`config.mk`:
```
export PLATFORM = sky130hd
export DESIGN_NAME = prop_monitor
export DESIGN_NICKNAME = d
export VERILOG_FILES = /design/src/rtl/prop_monitor.sv
export SDC_FILE = /design/constraint.sdc
export NUM_CORES = 1
export LEC_CHECK = 0
export ABC_CLOCK_PERIOD_IN_PS = 1780
export CAP_MARGIN = 20
export CELL_PAD_IN_SITES_DETAIL_PLACEMENT = 1
export CELL_PAD_IN_SITES_GLOBAL_PLACEMENT = 1
export CORE_MARGIN = 3
export CORE_UTILIZATION = 35
export DETAILED_ROUTE_END_ITERATION = 7
export GPL_TIMING_DRIVEN = 0
export PLACE_DENSITY = 0.82
export SETUP_SLACK_MARGIN = 0.5
export SYNTH_ARGS = -nofsm -noshare
export SYNTH_HDL_FRONTEND = slang
export SYNTH_SLANG_ARGS = --single-unit
export TNS_END_PERCENT = 100
```
`constraint.sdc`:
```
create_clock -name clk -period 1.78 [get_ports clk]
set_clock_uncertainty 0.2 [all_clocks]
set_input_delay 0.356 -clock clk [delete_from_list [all_inputs] [get_ports clk]]
set_output_delay 0.356 -clock clk [all_outputs]
set_load 0.005 [all_outputs]
```
`src/rtl/prop_monitor.sv`:
```
// Bounded-window checker for property flags: sticky hit bits, first-hit index/cycle,
// and busy/done status for a fixed-length (or stop-on-first-hit) sampling window.
module prop_monitor #(
    parameter int NUM_PROPS   = 4,
    parameter int CNT_W       = 8,
    parameter int BOUND       = 20,
    parameter bit STOP_ON_HIT = 1'b0,
    parameter int IDX_W       = 2
) (
    input  logic                 clk,
    input  logic                 reset,
    input  logic                 start,
    input  logic [NUM_PROPS-1:0] prop_in,
    output logic                 busy,
    output logic                 done,
    output logic                 any_hit,
    output logic [NUM_PROPS-1:0] hit_sticky,
    output logic [IDX_W-1:0]     first_hit_idx,
    output logic [CNT_W-1:0]     first_hit_cyc,
    output logic [CNT_W-1:0]     cycle_cnt
);

    typedef enum logic [1:0] {
        IDLE = 2'd0,
        RUN  = 2'd1,
        DONE = 2'd2
    } state_t;

    state_t               state_q, state_d;
    logic                 busy_q, busy_d;
    logic                 done_q, done_d;
    logic                 any_hit_q, any_hit_d;
    logic [NUM_PROPS-1:0] hit_sticky_q, hit_sticky_d;
    logic [IDX_W-1:0]     first_hit_idx_q, first_hit_idx_d;
    logic [CNT_W-1:0]     first_hit_cyc_q, first_hit_cyc_d;
    logic [CNT_W-1:0]     cycle_cnt_q, cycle_cnt_d;

    function automatic logic [IDX_W-1:0] lowest_idx(input logic [NUM_PROPS-1:0] v);
        logic [IDX_W-1:0] idx;
        logic             found;
        idx   = '0;
        found = 1'b0;
        for (int unsigned i = 0; i < int'(NUM_PROPS); i++) begin
            if (v[i] && !found) begin
                idx   = IDX_W'(i);
                found = 1'b1;
            end
        end
        return idx;
    endfunction

    always_comb begin
        state_d         = state_q;
        hit_sticky_d    = hit_sticky_q;
        first_hit_idx_d = first_hit_idx_q;
        first_hit_cyc_d = first_hit_cyc_q;
        cycle_cnt_d     = cycle_cnt_q;

        case (state_q)
            IDLE, DONE: begin
                if (start) begin
                    state_d         = RUN;
                    hit_sticky_d    = '0;
                    first_hit_idx_d = '0;
                    first_hit_cyc_d = '0;
                    cycle_cnt_d     = '0;
                end
            end
            RUN: begin
                hit_sticky_d = hit_sticky_q | prop_in;
                if ((hit_sticky_q == '0) && (prop_in != '0)) begin
                    first_hit_idx_d = lowest_idx(prop_in);
                    first_hit_cyc_d = cycle_cnt_q;
                end
                cycle_cnt_d = cycle_cnt_q + CNT_W'(1);
                if ((cycle_cnt_q == CNT_W'(BOUND - 1)) || (STOP_ON_HIT && (|prop_in)))
                    state_d = DONE;
            end
            default: state_d = IDLE;
        endcase

        // Status flags follow the next state so they line up with the registered results.
        busy_d    = (state_d == RUN);
        done_d    = (state_d == DONE);
        any_hit_d = |hit_sticky_d;
    end

    always_ff @(posedge clk or posedge reset) begin
        if (reset) begin
            state_q         <= IDLE;
            busy_q          <= 1'b0;
            done_q          <= 1'b0;
            any_hit_q       <= 1'b0;
            hit_sticky_q    <= '0;
            first_hit_idx_q <= '0;
            first_hit_cyc_q <= '0;
            cycle_cnt_q     <= '0;
        end else begin
            state_q         <= state_d;
            busy_q          <= busy_d;
            done_q          <= done_d;
            any_hit_q       <= any_hit_d;
            hit_sticky_q    <= hit_sticky_d;
            first_hit_idx_q <= first_hit_idx_d;
            first_hit_cyc_q <= first_hit_cyc_d;
            cycle_cnt_q     <= cycle_cnt_d;
        end
    end

    assign busy          = busy_q;
    assign done          = done_q;
    assign any_hit       = any_hit_q;
    assign hit_sticky    = hit_sticky_q;
    assign first_hit_idx = first_hit_idx_q;
    assign first_hit_cyc = first_hit_cyc_q;
    assign cycle_cnt     = cycle_cnt_q;

endmodule

```
==> impl_metrics.py, run 1 <==
metrics = {
    "routing": {
        "routed_wl_um": 6174,
        "drt_iter0_drc": 78,
        "drc": 0,
        "wl_per_cell_um": 23.84,
        "routed-via-count": 1463,
        "ant_nets": 0,
        "drt-pass1-iter-count": 4,
        "viasPerCell": 5.649,
    },
    "worst_setup_path": {
        "critPathTopFamily": "simple AND/OR/NAND/NOR gates",
        "r2r_slack_ns": 0.04,
        "slowest_delay_ns": 0.49,
        "end_kind": "register",
        "worst_ep_arrival_time_ns": 1.81,
        "crit_cells": 5,
        "critPathRequiredTime_ns": 1.85,
        "reg2reg_depth": 5,
        "critPathKind": "reg2reg",
        "worst_path_max_delay_cell": "dfrtp_2",
        "worstSetupStartpointType": "register",
        "worstPathCellList": "and2b_1 > buf_6 > and4_4 > nand3_2 > mux2i_2",
        "cp_max_fo": 7,
        "cp.buffers_inverters": 1,
    },
    "logic_synthesis": {
        "ys_seq_elements": 27,
        "synth_area_sq_um": 1240,
        "yosys.area.top_type": "dfrtp_1",
        "ys_types": 33,
        "ys_seq_area_frac": 0.5449,
        "ys.flop_type": "dfrtp_1",
        "synth_top_area_share": 0.5449,
        "synth-edff-count": 0,
        "synthesis.nets": 133,
        "yosys-top-cells-area": "dfrtp_1 54%, o21ai_0 8.5%, nand3_1 5.2%, nand2_1 3.6%, mux2i_1 2.4%",
        "syn_inst": 125,
        "syn-mean-instance-area_sq_um": 9.920,
        "synth_warnings": 0,
        "synthArstFlopShare": 1.000,
    },
    "floorplan": {
        "core_area_sq_um": 3203,
        "die_w_um": 65.52,
        "die-area_sq_um": 4293,
        "row_count": 20,
        "start_util": 0.3871,
        "io_pins": 32,
        "die_h_um": 65.52,
    },
    "placed_design": {
        "placed_area_sq_um": 1695,
        "portBuffers": 31,
        "dpl.hpwl_um": 2478,
        "dp.cells": 200,
        "gp_congestion": 0.8564,
    },
    "finish": {
        "fillCellCount": 340,
        "final_net_count": 224,
        "seq_area_sq_um": 684.4,
        "fin_util": 0.7090,
        "final_cell_area_sq_um": 2271,
        "layout-drive-gt1-share": 0.6140,
        "multi_input_comb_area_sq_um": 704.4,
        "syn_to_final_growth_pct": 83.15,
        "final_cells": 259,
        "antenna_cells": 0,
    },
    "timing": {
        "fmax_mhz": 575.6,
        "period_share": 0.9761,
        "setup-tns-final_ns": 0,
        "setup_violations": 0,
        "holdWs_ns": 0.2047,
        "finalCriticalPeriod_ns": 1.737,
        "rsz0062_at_grt": "true",
        "max_slew_margin": 0.5915,
        "worstMarginPinSlew_ns": 0.6115,
        "slew_violations": 0,
        "hold_viol": 0,
    },
    "pwr": {
        "ir_drop_mv": 1.094,
        "cellPowerDensity_nw_per_um2": 1477,
        "p_leak_uw": 0.001109,
    },
    "grt": {
        "antenna_found_initial": 0,
        "first_global_vias": 1335,
        "grt-ovfl-total": 0,
        "grt_usage": 0.2268,
        "grt_max_degree": 28,
        "grt_pass1_wl_um": 7396,
    },
    "clocking": {
        "clockBufferDepth": 2,
        "cts_made_buffers": 3,
        "htree_levels": 1,
        "hold_buffers": 0,
        "cts_tree": "done",
        "cts.clk_slew.worst_paths_ns": 0.16,
        "clock_sinks": 27,
        "clk_latency_ns": 0.35,
        "root_buffer": "clkbuf_4",
    },
    "status": {
        "status": "finished, final reports clean",
    },
    "worst_hold_path": {
        "hp-class": "in2async",
    },
    "run": {
        "max-cap-violations": 0,
    },
}
[Yosys cell counts, types with 3 or more instances]
library cell  instances
o21ai_0              21
clkbuf_1              3
nor2_1                4
nand2_1              12
inv_1                 7
mux2i_1               3
nor2b_1               3
nand3_1              13
dfrtp_1              27
nand2b_1              3
[state kept, by name, indices dropped and copies added (netlist names)]
signal / flops
hit_sticky: 4
first_hit_idx: 2
cycle_cnt: 8
any_hit: 1
first_hit_cyc: 8
busy: 1
state_q: 2
done: 1
[area by class of cell]
class,count,area share
multi-input cells,84,0.3102
repair buffers,86,0.3058
flip-flops and latches,27,0.3014
plain buffers,7,0.03251
well taps,44,0.02424
inverters,7,0.01433
clock buffers,4,0.01157
[metal layers]
metal	global-route usage	vias to the layer above	share of wire
met5	0	-	0
met4	0.04922	0	0.036
met3	0.02735	23	0.046
met2	0.4058	69	0.52
met1	0.2916	746	0.39
li1	-	625	-
[power by group]
part | internal, uW | leakage (uW) | total [uW] | switching, uW
Combinational | 1130 | 0.000769 | 2150 | 1020
Clock | 88.6 | 0.0000150 | 298 | 209
Sequential | 772 | 0.000325 | 907 | 136
Total | 1990 | 0.00111 | 3350 | 1360
[repair_timing]
item                                    CTS  global route
gates resized for setup                 129            53
endpoints found under the hold margin     0             0
setup buffers                            25            27
gates cloned                              3             0
pin swaps                                 9            17
endpoints found under the setup margin   75            49
[cells in the final DEF (no fill, tap or decap), types with 2 or more instances in the layout]
| cell | synthesis | final |
|---|---|---|
| a21o_1 | 2 | 2 |
| buf_2 | 1 | 21 |
| buf_4 | 1 | 32 |
| buf_6 | 2 | 29 |
| clkbuf_2 | 0 | 2 |
| clkbuf_4 | 0 | 5 |
| dfrtp_1 | 27 | 20 |
| dfrtp_2 | 0 | 7 |
| dlygate4sd2_1 | 0 | 4 |
| inv_1 | 7 | 5 |
| mux2i_1 | 3 | 2 |
| nand2_1 | 12 | 10 |
| nand2_2 | 0 | 2 |
| nand2b_4 | 0 | 2 |
| nand3_1 | 13 | 5 |
| nand3_2 | 1 | 6 |
| nand3_4 | 0 | 3 |
| nor2_4 | 0 | 3 |
| nor2b_1 | 3 | 3 |
| nor4_4 | 0 | 2 |
| o21ai_0 | 21 | 2 |
| o21ai_1 | 1 | 18 |
| o21ai_2 | 0 | 2 |
[metrics by stage]
| stage | setup WS, ns | total power (uW) |
|---|---|---|
| after CTS | 0.1315 | 2481 |
| after global placement | -0.2938 | 1864 |
| after global routing | -0.01222 | 3496 |
| after detailed placement | -0.3548 | 1912 |
| after floorplan | 0.2712 | 1451 |
| final | 0.04256 | 3354 |
[kinds of logic after synthesis]
group / Yosys count / share of synthesized area
and+or+nand+nor: 47 / 0.2028
AOI/OAI and AO/OA: 32 / 0.1524
DFF: 27 / 0.5449
buffers and inverters: 14 / 0.05853
muxes: 3 / 0.02422
xor gates and xnor gates: 1 / 0.007065
adders and majority gates: 1 / 0.01009
[worst paths after layout]
check                                       from          endpoint
worst min register to register  first_hit_cyc[4]  first_hit_cyc[4]
max in group asynchronous                  reset        state_q[1]
worst min-delay path                       reset  first_hit_idx[1]
worst max register to register        state_q[1]      cycle_cnt[5]
worst max-delay path                  state_q[1]      cycle_cnt[5]
min in group clk                      prop_in[0]  first_hit_idx[0]
[worst reg2reg max path, stage by stage, from the launching register on]
cell	delay (ns)
dfrtp_2	0.49
and2b_1	0.22
buf_6	0.15
and4_4	0.27
nand3_2	0.10
mux2i_2	0.22
Note: power is estimated with default switching activity, not from simulation.
==> inputs of run 2 (changes only) <==
--- a/config.mk
+++ b/config.mk
@@ -9,7 +9,7 @@
 export CAP_MARGIN = 20
 export CELL_PAD_IN_SITES_DETAIL_PLACEMENT = 1
 export CELL_PAD_IN_SITES_GLOBAL_PLACEMENT = 1
-export CORE_MARGIN = 3
+export CORE_MARGIN = 5
 export CORE_UTILIZATION = 35
 export DETAILED_ROUTE_END_ITERATION = 7
 export GPL_TIMING_DRIVEN = 0
==> run 2 against run 1 <==
  * Wire length fell by 7.4%
  * Clock power fell by 6%
  * Global-route usage fell by 3.2 points
  * Power fell by 6.6%
  * Critical path depth did not move
  * Via count fell by 5.1%
  * Count of clock-buffer cells in the layout fell by 1
  * Die area rose by 13%
  * Sequential cell count did not move
  * Core utilization fell by 3.9 points
  * Sequential share of layout area did not move
  * Highest routed layer unchanged
==> impl_metrics.py, run 2 (synthesized netlist as in run 1, its figures left out) <==
metrics = {
    "finish": {
        "layout-drive-gt1-share": 0.6132,
        "final_cell_area_sq_um": 2271,
        "fillCellCount": 353,
        "layout_common_cells": "33 x buf_4, 25 x buf_6, 20 x dfrtp_1, 20 x buf_2, 17 x o21ai_1",
        "final_common_cell": "buf_4",
        "final_net_count": 221,
        "syn_to_final_growth_pct": 83.15,
        "antenna_cells": 0,
    },
    "clocking": {
        "cts.clk_slew.worst_paths_ns": 0.16,
        "htree_levels": 1,
        "root_buffer": "clkbuf_4",
        "clk_latency_ns": 0.33,
        "hold_buffers": 0,
        "cts_tree": "done",
        "clock_sinks": 27,
        "clockBufferDepth": 2,
        "cts_made_buffers": 3,
    },
    "worst_setup_path": {
        "critPathRequiredTime_ns": 1.82,
        "cpMostUsedCell": "buf_6",
        "slowest_delay_ns": 0.43,
        "worstSetupStartpointType": "register",
        "end_kind": "register",
        "r2r-start": "hit_sticky[3]",
        "r2r_end": "first_hit_cyc[6]",
        "worst_path_max_delay_cell": "dfrtp_1",
        "reg2reg_depth": 5,
        "worst_ep_arrival_time_ns": 1.78,
        "worstPathCellList": "buf_6 > nor4_4 > nand3_4 > buf_6 > o31ai_1",
        "r2r_slack_ns": 0.04,
        "cp_max_fo": 5,
        "critPathKind": "reg2reg",
    },
    "timing": {
        "max_slew_margin": 0.5982,
        "slew_violations": 0,
        "finalCriticalPeriod_ns": 1.738,
        "rsz0062_at_grt": "true",
        "hold_viol": 0,
        "setup_violations": 0,
        "fmax_mhz": 575.3,
        "worstMarginPinSlew_ns": 0.6015,
        "period_share": 0.9765,
        "holdWs_ns": 0.2174,
    },
    "grt": {
        "first_global_vias": 1393,
        "grt_usage": 0.1946,
        "grt-ovfl-total": 0,
        "antenna_found_initial": 0,
        "grt_pass1_wl_um": 7465,
        "grt_max_degree": 28,
    },
    "routing": {
        "dr.max_layer_used": "met4",
        "viasPerCell": 5.380,
        "wl_met3_um": 272,
        "drt-pass1-iter-count": 4,
        "routed_wl_um": 5716,
        "drc": 0,
        "wl_per_cell_um": 22.16,
        "wl_met2_um": 3080,
        "drt_iter0_drc": 87,
        "ant_nets": 0,
        "wl_met1_um": 2174,
        "routed-via-count": 1388,
    },
    "placed_design": {
        "placed_area_sq_um": 1698,
        "portBuffers": 31,
        "dpl.hpwl_um": 2471,
        "gp_congestion": 0.7854,
    },
    "floorplan": {
        "die-area_sq_um": 4833,
        "io_pins": 32,
        "core_area_sq_um": 3390,
        "die_w_um": 69.52,
        "start_util": 0.3658,
        "row_count": 21,
        "die_h_um": 69.52,
    },
    "run": {
        "max-cap-violations": 0,
    },
    "pwr": {
        "cellPowerDensity_nw_per_um2": 1379,
        "ir_drop_mv": 0.8487,
        "p_leak_uw": 0.001098,
    },
    "worst_hold_path": {
        "hp-class": "in2async",
    },
    "status": {
        "status": "finished, final reports clean",
    },
}
-- run 2: final cells by class --
cell class	count	area (sq um)	area share
Sequential cell	27	684.4	0.3014
Multi-Input combinational cell	84	699.4	0.3080
Clock buffer	3	22.52	0.009917
Inverter	7	32.53	0.01433
Timing Repair Buffer	83	694.4	0.3058
Buffer	7	75.07	0.03306
Clock inverter	1	5.005	0.002204
Tap cell	46	57.56	0.02534
-- run 2: critical path, delay by kind of cell (launching register included) --
family | cells | cell delay (ns)
flip-flops | 1 | 0.43
buffers and inverters | 2 | 0.30
AND/OR/NAND/NOR | 2 | 0.48
AO/OA/AOI/OAI | 1 | 0.23
-- run 2: layer usage --
metal	vias up	global-route usage
met5	-	0
met4	0	0.05857
met3	12	0.03188
met2	46	0.3517
met1	716	0.2348
li1	614	-
-- run 2: what timing repair did --
| action | in CTS | in global routing |
|---|---|---|
| gates resized for setup | 141 | 38 |
| hold endpoints to repair | 0 | 0 |
| setup endpoints to repair | 76 | 49 |
| pin swaps | 14 | 15 |
| setup buffers | 31 | 18 |
| gates cloned | 2 | 1 |
-- run 2: power by group --
part	internal, uW	switching (uW)	leakage (uW)	total, uW
sequential	771	134	0.000325	906
clock	84.4	196	0.0000177	281
combinational	1020	924	0.000755	1940
total	1880	1250	0.00110	3130
-- run 2: how the worst max path moves through the flow --
stage / startpoint / to / slack, ns / cells after the start
6_report: hit_sticky[3] / first_hit_cyc[6] / 0.04 / 5
5_1_grt: hit_sticky[3] / first_hit_cyc[6] / -0.12 / 5
4_1_cts: hit_sticky[1] / first_hit_idx[0] / 0.15 / 5
3_5_place_dp: prop_in[0] / any_hit / -0.34 / 5
3_3_place_gp: prop_in[0] / any_hit / -0.33 / 5
2_1_floorplan: hit_sticky[3] / first_hit_idx[0] / 0.27 / 4
-- run 2: per-stage QoR --
step                        util  worst slack (ns)  std cells  power [uW]  setup TNS [ns]
after floorplan                -            0.2712        125        1451               0
after global placement    0.5009           -0.3256        202        1872          -4.429
after detailed placement  0.5009           -0.3414        202        1915          -7.108
after CTS                 0.5766            0.1471        239        2629               0
after global routing      0.6700           -0.1151        258        3261         -0.1776
final                     0.6700           0.04183        258        3131               0
==> inputs of run 3 (changes only) <==
--- a/config.mk
+++ b/config.mk
@@ -9,7 +9,7 @@
 export CAP_MARGIN = 20
 export CELL_PAD_IN_SITES_DETAIL_PLACEMENT = 1
 export CELL_PAD_IN_SITES_GLOBAL_PLACEMENT = 1
-export CORE_MARGIN = 5
+export CORE_MARGIN = 2
 export CORE_UTILIZATION = 35
 export DETAILED_ROUTE_END_ITERATION = 7
 export GPL_TIMING_DRIVEN = 0
==> run 3 against run 2 <==
  * Non-clock buffer count decreased by 9
  * First-iteration DRC count shrank 31%
  * Critical path depth stayed put
  * Setup slack worse by 0.011 ns
  * Fmax shrank 0.61%
  * Critical path type unchanged
==> impl_metrics.py, run 3 (synthesized netlist as in run 1, its figures left out) <==
metrics = {
    "routing": {
        "routed_wl_um": 5437,
        "drt-pass1-iter-count": 4,
        "ant_nets": 0,
        "viasPerCell": 5.349,
        "drc": 0,
        "drt_iter0_drc": 60,
        "routed-via-count": 1332,
        "wl_per_cell_um": 21.84,
    },
    "pwr": {
        "sw_frac_of_total": 0.4027,
        "cellPowerDensity_nw_per_um2": 1398,
        "seqPwrFrac": 0.298,
        "p_switching_uw": 1237,
        "p_leak_uw": 0.001053,
        "clkPwrFrac": 0.097,
        "cell_internal_pwr_uw": 1835,
        "ir_drop_mv": 0.7247,
        "pwr-share-comb": 0.606,
    },
    "timing": {
        "fmax_mhz": 571.8,
        "setup-tns-final_ns": 0,
        "setup_violations": 0,
        "worstMarginPinSlew_ns": 0.6136,
        "finalCriticalPeriod_ns": 1.749,
        "max_slew_margin": 0.5901,
        "hold_viol": 0,
        "rsz0062_at_grt": "true",
        "slew_violations": 0,
        "period_share": 0.9825,
        "worst_slack_ns": 0.03108,
    },
    "grt": {
        "grt_pass1_wl_um": 7403,
        "grt-ovfl-total": 0,
        "grt_usage": 0.2399,
        "antenna_found_initial": 0,
        "grt_max_degree": 28,
        "first_global_vias": 1430,
    },
    "finish": {
        "layout-drive-gt1-share": 0.6010,
        "final_net_count": 212,
        "syn_to_final_growth_pct": 77.20,
        "fillCellCount": 398,
        "final_common_cell": "buf_4",
        "layout_common_cells": "29 x buf_4, 22 x buf_6, 19 x buf_2, 19 x dfrtp_1, 11 x o21ai_1",
        "antenna_cells": 0,
        "final_cells": 249,
        "final_cell_area_sq_um": 2197,
        "fin_util": 0.6533,
    },
    "worst_setup_path": {
        "reg2reg_depth": 5,
        "worstSetupStartpointType": "register",
        "cpMostUsedCell": "buf_6",
        "r2r_slack_ns": 0.03,
        "cp_max_fo": 5,
        "cp.buffers_inverters": 2,
        "r2r-start": "hit_sticky[3]",
        "end_kind": "register",
        "critPathRequiredTime_ns": 1.84,
        "worstPathCellList": "buf_6 > nor4_4 > nand3_4 > buf_6 > o31ai_1",
        "r2r_end": "first_hit_cyc[6]",
        "worst_ep_arrival_time_ns": 1.81,
        "slowest_delay_ns": 0.43,
        "critPathTopFamily": "simple AND/OR/NAND/NOR gates",
        "critPathKind": "reg2reg",
        "worst_path_max_delay_cell": "dfrtp_1",
    },
    "placed_design": {
        "placed_area_sq_um": 1698,
        "dpl.hpwl_um": 2440,
        "place_ws_ns": -0.3045,
        "portBuffers": 31,
        "dp.cells": 202,
        "gp_congestion": 0.8301,
    },
    "floorplan": {
        "die_h_um": 63.52,
        "core_area_sq_um": 3363,
        "die-area_sq_um": 4035,
        "start_util": 0.3687,
        "die_w_um": 63.52,
        "row_count": 21,
        "io_pins": 32,
    },
    "clocking": {
        "clk_latency_ns": 0.35,
        "cts.clk_slew.worst_paths_ns": 0.16,
        "cts_tree": "done",
        "cts_made_buffers": 3,
        "root_buffer": "clkbuf_4",
        "clock_sinks": 27,
        "htree_levels": 1,
        "clockBufferDepth": 2,
    },
    "run": {
        "max-cap-violations": 0,
    },
    "worst_hold_path": {
        "hp-class": "in2async",
    },
    "status": {
        "status": "finished, final reports clean",
    },
}
[run 3: changes by cell type in the layout (fill, tap and decap cells not counted), moves of 2 or more]
| cell | before | now |
|---|---|---|
| buf_4 | 33 | 29 |
| buf_6 | 25 | 22 |
| o21ai_2 | 3 | 7 |
| o21ai_1 | 17 | 11 |
| o21ai_0 | 1 | 4 |
| nand3_4 | 3 | 1 |
| nand3_2 | 8 | 10 |
[run 3: how the worst max path moves through the flow]
stage / to / startpoint / cells past startpoint
after floorplan: first_hit_idx[0] / hit_sticky[3] / 4
after global placement: any_hit / prop_in[0] / 5
after detailed placement: any_hit / prop_in[0] / 5
after CTS: first_hit_idx[0] / hit_sticky[1] / 5
after global routing: first_hit_cyc[6] / hit_sticky[3] / 5
final: first_hit_cyc[6] / hit_sticky[3] / 5
[run 3: routing by layer]
layer,global-route usage,vias up,share of wire
li1,-,592,-
met1,0.2757,686,0.40
met2,0.4500,45,0.54
met3,0.02679,9,0.035
met4,0.09239,0,0.022
met5,0,-,0
[run 3: repair_timing]
| action | CTS | global route |
|---|---|---|
| cloned | 2 | 1 |
| resized for setup | 145 | 30 |
| pin swaps | 20 | 9 |
| endpoints found under the setup margin | 75 | 49 |
| setup buffers | 29 | 11 |
| hold endpoints to repair | 0 | 0 |
| hold buffers | 0 | 0 |
[run 3: cell type report]
type,instances,area [sq um],area share
multi-input cells,84,701.9,0.3195
flip-flops and latches,27,685.7,0.3121
clock buffers,4,26.28,0.01196
repair buffers,74,606.8,0.2762
well taps,46,57.56,0.02620
inverters,7,32.53,0.01481
plain buffers,7,86.33,0.03929
[run 3: per-stage QoR]
step | hold slack [ns] | power [uW]
after detailed placement | 0.3046 | 1913
after floorplan | 0.2086 | 1451
final | 0.2041 | 3072
after global placement | 0.2901 | 1870
after CTS | 0.2155 | 2575
after global routing | 0.2449 | 3216
[run 3: power by group through the flow]
stage	logic, uW	clock network [uW]	registers [uW]
2_1_floorplan	498	0	953
3_3_place_gp	893	0	976
3_5_place_dp	923	0	990
4_1_cts	1420	282	873
5_1_grt	1970	316	928
6_report	1860	297	914
